## src/rtl/acc_cu_pkg.sv

```systemverilog
// Shared types and encodings for the accumulator control unit.
// Optional feature macro: CALL_RET_EN (enables CALL/RET on opcode E).
package acc_cu_pkg;

  typedef enum logic [1:0] {
    ST_FETCH    = 2'd0,
    ST_EXEC     = 2'd1,
    ST_FETCH_OP = 2'd2,
    ST_HALT     = 2'd3
  } state_t;

  localparam logic [3:0] OP_NOP  = 4'h0;
  localparam logic [3:0] OP_LDI  = 4'h1;
  localparam logic [3:0] OP_LDR  = 4'h2;
  localparam logic [3:0] OP_STR  = 4'h3;
  localparam logic [3:0] OP_ADD  = 4'h4;
  localparam logic [3:0] OP_SUB  = 4'h5;
  localparam logic [3:0] OP_AND  = 4'h6;
  localparam logic [3:0] OP_OR   = 4'h7;
  localparam logic [3:0] OP_XOR  = 4'h8;
  localparam logic [3:0] OP_NOT  = 4'h9;
  localparam logic [3:0] OP_SHR  = 4'hA;
  localparam logic [3:0] OP_JMP  = 4'hB;
  localparam logic [3:0] OP_JZ   = 4'hC;
  localparam logic [3:0] OP_JC   = 4'hD;
  localparam logic [3:0] OP_CALL = 4'hE;
  localparam logic [3:0] OP_HLT  = 4'hF;

  localparam logic [1:0] SEL_IMM = 2'b00;
  localparam logic [1:0] SEL_REG = 2'b01;
  localparam logic [1:0] SEL_ALU = 2'b10;

  localparam logic [2:0] ALU_ADD = 3'd0;
  localparam logic [2:0] ALU_SUB = 3'd1;
  localparam logic [2:0] ALU_AND = 3'd2;
  localparam logic [2:0] ALU_OR  = 3'd3;
  localparam logic [2:0] ALU_XOR = 3'd4;
  localparam logic [2:0] ALU_NOT = 3'd5;
  localparam logic [2:0] ALU_SHR = 3'd6;

  // ALU opcodes are laid out contiguously from OP_ADD, matching the alu_op order.
  function automatic logic [2:0] alu_code(input logic [3:0] op);
    logic [3:0] d;
    d = op - OP_ADD;
    return d[2:0];
  endfunction

endpackage

```

## src/rtl/acc_cu_decode.sv

```systemverilog
// Combinational decode: (state, opcode, flags) -> datapath strobes and next-state hint.
// Optional feature macro: CALL_RET_EN (opcode E decodes as CALL/RET).
module acc_cu_decode
  import acc_cu_pkg::*;
(
  input  state_t     state,
  input  logic [3:0] opcode,
`ifdef CALL_RET_EN
  input  logic       ret_sel,
  output logic       do_ret,
`endif
  input  logic       z,
  input  logic       c,
  output logic [1:0] sel_acc,
  output logic       load_acc,
  output logic       reg_write,
  output logic [2:0] alu_op,
  output logic       flag_we,
  output logic       fetch_req,
  output logic       branch_taken,
  output state_t     exec_next
);

  // Strobes are only non-zero in EXEC; branch decision is evaluated against held ir.
  always_comb begin
    sel_acc      = SEL_IMM;
    load_acc     = 1'b0;
    reg_write    = 1'b0;
    alu_op       = ALU_ADD;
    flag_we      = 1'b0;
    exec_next    = ST_FETCH;
    fetch_req    = (state == ST_FETCH) || (state == ST_FETCH_OP);
    branch_taken = 1'b0;
`ifdef CALL_RET_EN
    do_ret       = 1'b0;
`endif

    case (opcode)
      OP_JMP:  branch_taken = 1'b1;
      OP_JZ:   branch_taken = z;
      OP_JC:   branch_taken = c;
`ifdef CALL_RET_EN
      OP_CALL: branch_taken = ~ret_sel;
`endif
      default: branch_taken = 1'b0;
    endcase

    if (state == ST_EXEC) begin
      case (opcode)
        OP_LDI: begin
          sel_acc  = SEL_IMM;
          load_acc = 1'b1;
        end
        OP_LDR: begin
          sel_acc  = SEL_REG;
          load_acc = 1'b1;
        end
        OP_STR: reg_write = 1'b1;
        OP_ADD, OP_SUB, OP_AND, OP_OR, OP_XOR, OP_NOT, OP_SHR: begin
          sel_acc  = SEL_ALU;
          load_acc = 1'b1;
          alu_op   = alu_code(opcode);
          flag_we  = 1'b1;
        end
        OP_JMP, OP_JZ, OP_JC: exec_next = ST_FETCH_OP;
`ifdef CALL_RET_EN
        OP_CALL: begin
          if (ret_sel) do_ret = 1'b1;
          else         exec_next = ST_FETCH_OP;
        end
`endif
        OP_HLT:  exec_next = ST_HALT;
        default: ;
      endcase
    end
  end

endmodule

```

## src/rtl/acc_control_unit.sv

```systemverilog
// Fetch/execute sequencer for the 8-bit accumulator datapath.
// Optional feature macro: CALL_RET_EN (single-entry CALL/RET on opcode E).
module acc_control_unit
  import acc_cu_pkg::*;
#(
  parameter int ADDR_W = 8,
  parameter int REG_AW = 4
) (
  input  logic              clk,
  input  logic              clb,
  input  logic              run,
  output logic [ADDR_W-1:0] imem_addr,
  output logic              imem_rd,
  input  logic [7:0]        imem_data,
  input  logic              imem_ready,
  output logic [1:0]        SelAcc,
  output logic              LoadAcc,
  output logic [3:0]        Imm,
  output logic [REG_AW-1:0] Reg_addr,
  output logic              RegWrite,
  output logic [2:0]        alu_op,
  input  logic              alu_zero,
  input  logic              alu_carry,
  output logic [ADDR_W-1:0] pc,
  output logic              halted
);

  state_t            state;
  logic [7:0]        ir;
  logic              z_flag;
  logic              c_flag;
  logic [ADDR_W-1:0] pc_inc;
  logic [ADDR_W-1:0] target;

  logic [1:0]        dec_sel;
  logic              dec_load;
  logic              dec_regw;
  logic [2:0]        dec_alu;
  logic              flag_we;
  logic              fetch_req;
  logic              branch_taken;
  state_t            exec_next;

`ifdef CALL_RET_EN
  logic [ADDR_W-1:0] ret_reg;
  logic              do_ret;
`endif

  assign pc_inc = pc + ADDR_W'(1);
  assign target = ADDR_W'(imem_data);

  acc_cu_decode u_decode (
    .state        (state),
    .opcode       (ir[7:4]),
`ifdef CALL_RET_EN
    .ret_sel      (ir[0]),
    .do_ret       (do_ret),
`endif
    .z            (z_flag),
    .c            (c_flag),
    .sel_acc      (dec_sel),
    .load_acc     (dec_load),
    .reg_write    (dec_regw),
    .alu_op       (dec_alu),
    .flag_we      (flag_we),
    .fetch_req    (fetch_req),
    .branch_taken (branch_taken),
    .exec_next    (exec_next)
  );

  // Strobes and fetch request are forced inactive while clb is low, whatever the state.
  assign imem_addr = pc;
  assign imem_rd   = clb & fetch_req;
  assign LoadAcc   = clb & dec_load;
  assign RegWrite  = clb & dec_regw;
  assign SelAcc    = clb ? dec_sel : SEL_IMM;
  assign alu_op    = clb ? dec_alu : ALU_ADD;
  assign Imm       = ir[3:0];
  assign Reg_addr  = ir[REG_AW-1:0];
  assign halted    = (state == ST_HALT);

  // Sequencer: state, PC, instruction register, flags and return register.
  always_ff @(posedge clk) begin
    if (!clb) begin
      state  <= ST_FETCH;
      pc     <= '0;
      ir     <= '0;
      z_flag <= 1'b0;
      c_flag <= 1'b0;
`ifdef CALL_RET_EN
      ret_reg <= '0;
`endif
    end else begin
      case (state)
        ST_FETCH: begin
          if (imem_ready) begin
            ir    <= imem_data;
            pc    <= pc_inc;
            state <= ST_EXEC;
          end
        end
        ST_EXEC: begin
          if (flag_we) begin
            z_flag <= alu_zero;
            c_flag <= alu_carry;
          end
`ifdef CALL_RET_EN
          if (do_ret) pc <= ret_reg;
`endif
          state <= exec_next;
        end
        ST_FETCH_OP: begin
          if (imem_ready) begin
            pc <= branch_taken ? target : pc_inc;
`ifdef CALL_RET_EN
            if (ir[7:4] == OP_CALL) ret_reg <= pc_inc;
`endif
            state <= ST_FETCH;
          end
        end
        ST_HALT: begin
          if (run) state <= ST_FETCH;
        end
        default: state <= ST_FETCH;
      endcase
    end
  end

endmodule

```

## config.mk

```make
export PLATFORM = sky130hd
export DESIGN_NAME = acc_control_unit
export DESIGN_NICKNAME = d
export VERILOG_FILES = /design/src/rtl/acc_cu_pkg.sv /design/src/rtl/acc_cu_decode.sv /design/src/rtl/acc_control_unit.sv
export SDC_FILE = /design/constraint.sdc
export NUM_CORES = 1
export LEC_CHECK = 0
export BUFFER_PORTS_ARGS = -buffer_cell sky130_fd_sc_hd__buf_2
export CORE_ASPECT_RATIO = 1.2
export CORE_MARGIN = 2
export CORE_UTILIZATION = 51
export CTS_BUF_LIST = sky130_fd_sc_hd__clkbuf_8
export DETAILED_ROUTE_END_ITERATION = 6
export PLACE_DENSITY = 0.82
export SETUP_SLACK_MARGIN = 0.05
export SYNTH_ARGS = -nofsm -noshare
export SYNTH_HDL_FRONTEND = slang
export SYNTH_SLANG_ARGS = --single-unit
```

## constraint.sdc

```tcl
create_clock -name clk -period 1.9 [get_ports clk]
set_input_delay 0.38 -clock clk [delete_from_list [all_inputs] [get_ports clk]]
set_output_delay 0.38 -clock clk [all_outputs]
set_load 0.05 [all_outputs]
```

# Word-level counts from Yosys, hierarchy flattened
# Index checks and enable logic that the tools add are counted.
# W data, S select, Z words.
# word_totals
inputBits	14
output_inout_bits	33
word_cells	62
ff_bits	20
# classes
n_reduce_logical	10
bitwise	3
muxes	22
n_addsub	2
n_eq_ne	20
# ops
operator	n
$eq A4 B4 Y1 const B	7
$mux W8	3
$eq A4 B3 Y1 const B	4
$pmux W8 S2	1
$mux W2	5
$mux W3	3
$reduce_or A9 Y1	1
$add A8 B1 Y8 const B	1
$eq A4 B2 Y1 const B	2
$pmux W2 S2	2
$pmux W2 S4	1
$reduce_or A7 Y1	1
$mux W1	6
$ne A2 B2 Y1 const B	3
$reduce_and A3 Y1	2
$eq A2 B2 Y1 const B	2
$eq A4 B1 Y1 const B	1
$reduce_and A2 Y1	2
$and A1 B1 Y1	3
$pmux W1 S3	1
$reduce_or A3 Y1	1
$sub A3 B3 Y3 const B	1
$eq A2 B1 Y1 const B	1
$logic_not A2 Y1	1
other kinds (2)	2

# Logic depth before layout (Yosys ltp)
# depth
word_depth	5
depth_mapped	6
depth_no_buf	5

# By module
# Synthesis repeated with hierarchy kept, for this count alone.
# unflattened
cells_unflattened	176
hier_area_um2	1315.0
# by_module_without_submodules
module	instances	cells_each	area_per_inst_um2	seq_area_each_um2
acc_control_unit	1	148	1149.9	400.4
acc_cu_decode	1	28	165.2	0.0

# Least setup slack after synthesis
# OpenSTA, ideal clock, no wires.
# synth_path
path_kind	in2out
start	input port clb
end	output port alu_op[2]
stages	3
path_buffers	1
t_required_ps	1520
path_slack_ps	-583
arrival_ps	2103
cell_sequence	inv_1 -> clkbuf_8 -> nor4_1
# synth_via
elab_chain_len	1
# synth_lines
element	line_no	rtl
start, declared	acc_control_unit.sv:10	input logic clb,
$mux W3	acc_control_unit.sv:77	assign alu_op = clb ? dec_alu : ALU_ADD;
end, declared	acc_control_unit.sv:21	output logic [2:0] alu_op,
# Every way passes these cells.

# Worst setup path in the final report
# layout_path
start	register ir[7]
end	output port LoadAcc
# layout_via
elab_chain_len	5
word_cells_on_any_way	13
cone_classes	9 x eq/ne; 2 x mux; 1 x bitwise; 1 x reduce/logical
# layout_lines
element	line_no	rtl
start, declared	acc_control_unit.sv:29	logic [7:0] ir;
start signal, assigned	acc_control_unit.sv:97	ir <= imem_data;
$eq A4 B1 Y1 (tied with other cells)	acc_cu_decode.sv:49	case (opcode)
$reduce_or A9 Y1 (no line) (*)	--	
$mux W1 (*)	acc_cu_decode.sv:49	
$mux W1 (*)	acc_cu_decode.sv:48	if (state == ST_EXEC) begin
$and A1 B1 Y1 (*)	acc_control_unit.sv:74	assign LoadAcc = clb & dec_load;
end, declared	acc_control_unit.sv:17	output logic LoadAcc,
# Every way passes the cells marked *; elsewhere a longest branch is shown, timed or not.

==> summary.md <==
| Metric | Value |
|---|---|
| GR Util All Layers | 0.2812 |
| Post-detailed-route via-to-cell ratio | 5.781 |
| Worst reg2reg path endpoint | z_flag$_SDFFE_PN0P_ |
| Share of cells above drive strength 1 | 0.4739 |
| Starting density of the core | 0.5456 |
| Final Cycle Share | 1.022 |
| Startpoint types | register |
| Final worst clock skew | about 0.0014 ns |
| Global-route wire length before repair | 6354 µm |
| Last weighted congestion value of the routability-driven placer | about 0.83 |
| Fill cell instance count of the final layout | approximately 170 |
| Slowest stage delay, CP | about 0.60 ns |
| Endpoints failing hold | 0 |
| Highest net fanout along the worst path | 4 |
| Gate family responsible for the most delay along the worst path | simple AND/OR/NAND/NOR gates |
| Worst slew margin | 0.7689 |
| Launching point of the worst reg2reg path | ir[7]$_SDFFE_PN0P_ |
| Clock Tree Buf Depth | 2 |
| Hold Path Stages | 3 |
| CTS H-tree lvls | 1 |
| First-pass iteration count of the detailed router | 4 |
| Post-detailed-placement half-perimeter wirelength | between 2000 and 2500 µm |
| Final antenna-violating net count | 0 |
| Syn Area/Cell | between 7 and 8 µm² |
| GRT overflow | 0 |
| Maximum number of pins on one net before global-route repair | 21 |
| Final setup violation count | 4 |
| Placed Area | 1506 µm² |
| Nature of the critical path endpoint | output port |
| Die height | 58.69 µm |
| Number of max-slew violations in the final report | 0 |
| Leading cell type in the layout, fill and taps excluded | sky130_fd_sc_hd__buf_2 |
| Worst-Margin Slew | between 0.3 and 0.4 ns |
| Final critical path time including I/O delays and setup | 1.942 ns |
| Share of the yosys chip area belonging to registers | 0.3150 |
| TritonCTS clock tree | yes |
| Overall power after layout | about 1100 µW |
| Final routed wirelength across all metal layers | between 3000 and 4000 µm |
| Cell Pwr Density | roughly 620 nW/µm² |
| Post-Synthesis Cells | about 160 |
| Number of buffers created by CTS | 3 |
| Via count of the first global-routing pass | 1,336 |
| Reg2Reg Setup Slack | ~0.18 ns |
| CTS Root Cell | sky130_fd_sc_hd__clkbuf_8 |
| DR DRC count | 0 |
| Number of top-level design ports | between 40 and 50 |
| Maximum resistive drop on vdd | between 0.4 and 0.5 mV |
| Worst path bufs/invs | 1 |
| Setup total negative slack | -0.06791 ns |
| Average wire per standard cell | 15.81 µm |
| Run status | complete, but fails checks |
| Count of routing violations after the opening detailed-route iteration | 49 |
| Syn nets | 178 |
| Number of cells traversed by the worst register-to-register path | 11 |
| Area delta synth->final | 39.86% |
| NumNets Final | about 230 |
| CTS clk-pin slew, worst paths | roughly 0.07 ns |
| Highest-delay cell along the critical path | sky130_fd_sc_hd__or4_4 |
| Number of cell rows | 19 |
| Antenna violations before repair | 0 |
| Total via count in the routed design | between 1,000 and 1,500 |
| Syn. warnings | 0 |
| Netlist area before placement | around 1300 µm² |
| Die X | 49.58 µm |
| Source of the worst hold timing path | imem_data[7] |
| CP Class | register to output port |
| Max Cap Violations | 0 |
| Area of the core | between 2000 and 2500 µm² |
| Leak pwr | roughly 0.00075 µW |
| Type of the most critical hold path | input pin to register |
| Unrepaired setup endpoints after global routing | yes |
| Die Footprint | just under 3000 µm² |
| Worst slack at placement | 0.03116 ns |
| Non-Filler Cell Area, Final | about 1800 µm² |
| Data arrival, critical path | around 1.6 ns |
| Number of synthesized register bits | 20 |
| Highest-count cells in the layout ignoring fill and taps | 39 x sky130_fd_sc_hd__buf_2, 22 x sky130_fd_sc_hd__buf_4, 15 x sky130_fd_sc_hd__o21ai_0 |
| Violated checks | negative setup slack |
| Worst-case hold path end point | ir[7]$_SDFFE_PN0P_ |
| Worst-skew pair later-pin latency | between 0.2 and 0.3 ns |
| CTS sink cnt | 20 |
| Critical Path RT | ~1.5 ns |
| Port buffer count | 46 |
| Cell-by-cell trace of the critical path | or4_4 > o21ai_4 > buf_6 |
| Highest attainable clock frequency | slightly above 0.5 GHz |
| Final Core Density | 0.7632 |
| Final Worst Setup Slack | -0.04241 ns |
| Antenna fix cells | 0 |
| Netlist cell types | 39 |
[state kept, by name (all words and copies together) (netlist names)]
| register | count |
|---|---|
| imem_addr | 8 |
| c_flag | 1 |
| z_flag | 1 |
| state | 2 |
| ir | 8 |
[worst max path at each step]
stage | depth (start not counted) | end | start
floorplan | 5 | alu_op[0] | ir[5]$_SDFFE_PN0P_
global placement | 5 | SelAcc[0] | clb
detailed placement | 5 | alu_op[0] | ir[7]$_SDFFE_PN0P_
CTS | 5 | alu_op[0] | ir[7]$_SDFFE_PN0P_
global route | 3 | LoadAcc | ir[7]$_SDFFE_PN0P_
finish | 3 | LoadAcc | ir[7]$_SDFFE_PN0P_
[cell families (layout without fill, tap and decap cells)]
logic type	count (synthesis)	in the layout	synth area share
AO/OA/AOI/OAI	46	46	0.2224
XOR/XNOR	1	1	0.006891
adder cells (fa/ha/maj)	1	1	0.009841
buffers and inverters	32	80	0.1594
flip-flops	20	20	0.3150
multiplexers	5	5	0.04232
AND/OR/NAND/NOR	58	58	0.2441
[synthesized netlist by cell type]
library cell                 n  share of area
sky130_fd_sc_hd__a21oi_1    14          0.055
sky130_fd_sc_hd__or2_0       1         0.0049
sky130_fd_sc_hd__dfxtp_1    20           0.31
sky130_fd_sc_hd__nand4_1     1         0.0049
sky130_fd_sc_hd__nand4b_1    1         0.0069
sky130_fd_sc_hd__a32o_1      1         0.0079
sky130_fd_sc_hd__a32oi_1     2          0.014
sky130_fd_sc_hd__a21o_1      4          0.024
sky130_fd_sc_hd__clkbuf_8    1          0.011
sky130_fd_sc_hd__xnor2_1     1         0.0069
sky130_fd_sc_hd__and2_1      1         0.0049
sky130_fd_sc_hd__nor2b_1     2         0.0098
sky130_fd_sc_hd__buf_2       4          0.016
sky130_fd_sc_hd__buf_6       1         0.0089
sky130_fd_sc_hd__nor4_1      1         0.0049
sky130_fd_sc_hd__nand3b_1    5          0.030
sky130_fd_sc_hd__nor2_2      1         0.0049
sky130_fd_sc_hd__ha_1        1         0.0098
sky130_fd_sc_hd__mux2_1      2          0.018
sky130_fd_sc_hd__a31oi_4     1          0.017
sky130_fd_sc_hd__clkbuf_1    3         0.0089
sky130_fd_sc_hd__inv_1       6          0.018
sky130_fd_sc_hd__inv_2       1         0.0029
sky130_fd_sc_hd__a21bo_2     1         0.0079
sky130_fd_sc_hd__nand4bb_1   1         0.0089
sky130_fd_sc_hd__nor2_1      8          0.024
sky130_fd_sc_hd__nand2b_1    3          0.015
sky130_fd_sc_hd__o21ai_1     3          0.012
sky130_fd_sc_hd__mux2i_1     2          0.016
sky130_fd_sc_hd__buf_4      16          0.094
sky130_fd_sc_hd__o21ai_0    15          0.059
sky130_fd_sc_hd__a31oi_1     4          0.020
sky130_fd_sc_hd__nor3_1      1         0.0039
sky130_fd_sc_hd__a311oi_1    1         0.0069
sky130_fd_sc_hd__or4_1       4          0.024
sky130_fd_sc_hd__nand2_1    14          0.041
sky130_fd_sc_hd__nand3_1    12          0.047
sky130_fd_sc_hd__mux2_2      1         0.0089
sky130_fd_sc_hd__or3_1       2         0.0098
[power by group]
part | total [µW] | switching [µW] | internal, µW
Sequential | 458 | 19.6 | 439
Clock | 322 | 138 | 184
Combinational | 320 | 202 | 118
[layout make-up]
cell class | instances | area [µm²] | share of cell area
timing repair buffer | 69 | 457.9 | 0.2576
tap | 31 | 38.79 | 0.02182
multi-input combinational | 111 | 787.0 | 0.4426
clock buffer | 4 | 55.05 | 0.03096
sequential | 20 | 412.9 | 0.2322
inverter | 7 | 26.28 | 0.01478
[layer usage]
metal	GRT usage	wire length (µm)
met3	0.03046	178
met2	0.5295	2180
met1	0.3301	1410
met4	0.09524	57
met5	0	0
[what timing repair did]
action	in CTS	in global routing
endpoints found under the hold margin	0	0
gates resized for setup	25	14
pin swaps	8	6
endpoints found under the setup margin	6	9
setup buffers	13	3
hold buffers	0	0
[metrics by stage]
step	cells	hold slack [ns]
floorplan	163	0.4538
global placement	227	0.4708
detailed placement	227	0.4786
CTS	244	0.3645
global route	242	0.3706
finish	242	0.3691
[worst register-to-register path, stage by stage (launching register included)]
cell and delay [ns]:
sky130_fd_sc_hd__dfxtp_4 0.36, sky130_fd_sc_hd__a21bo_4 0.23, sky130_fd_sc_hd__mux2i_4 0.20, sky130_fd_sc_hd__buf_6 0.13, sky130_fd_sc_hd__buf_6 0.07, sky130_fd_sc_hd__buf_4 0.08
sky130_fd_sc_hd__buf_4 0.09, sky130_fd_sc_hd__buf_4 0.10, sky130_fd_sc_hd__buf_4 0.09, sky130_fd_sc_hd__buf_4 0.11, sky130_fd_sc_hd__nand3_2 0.06, sky130_fd_sc_hd__a21oi_2 0.12
Note: power is estimated with default switching activity, not from simulation.
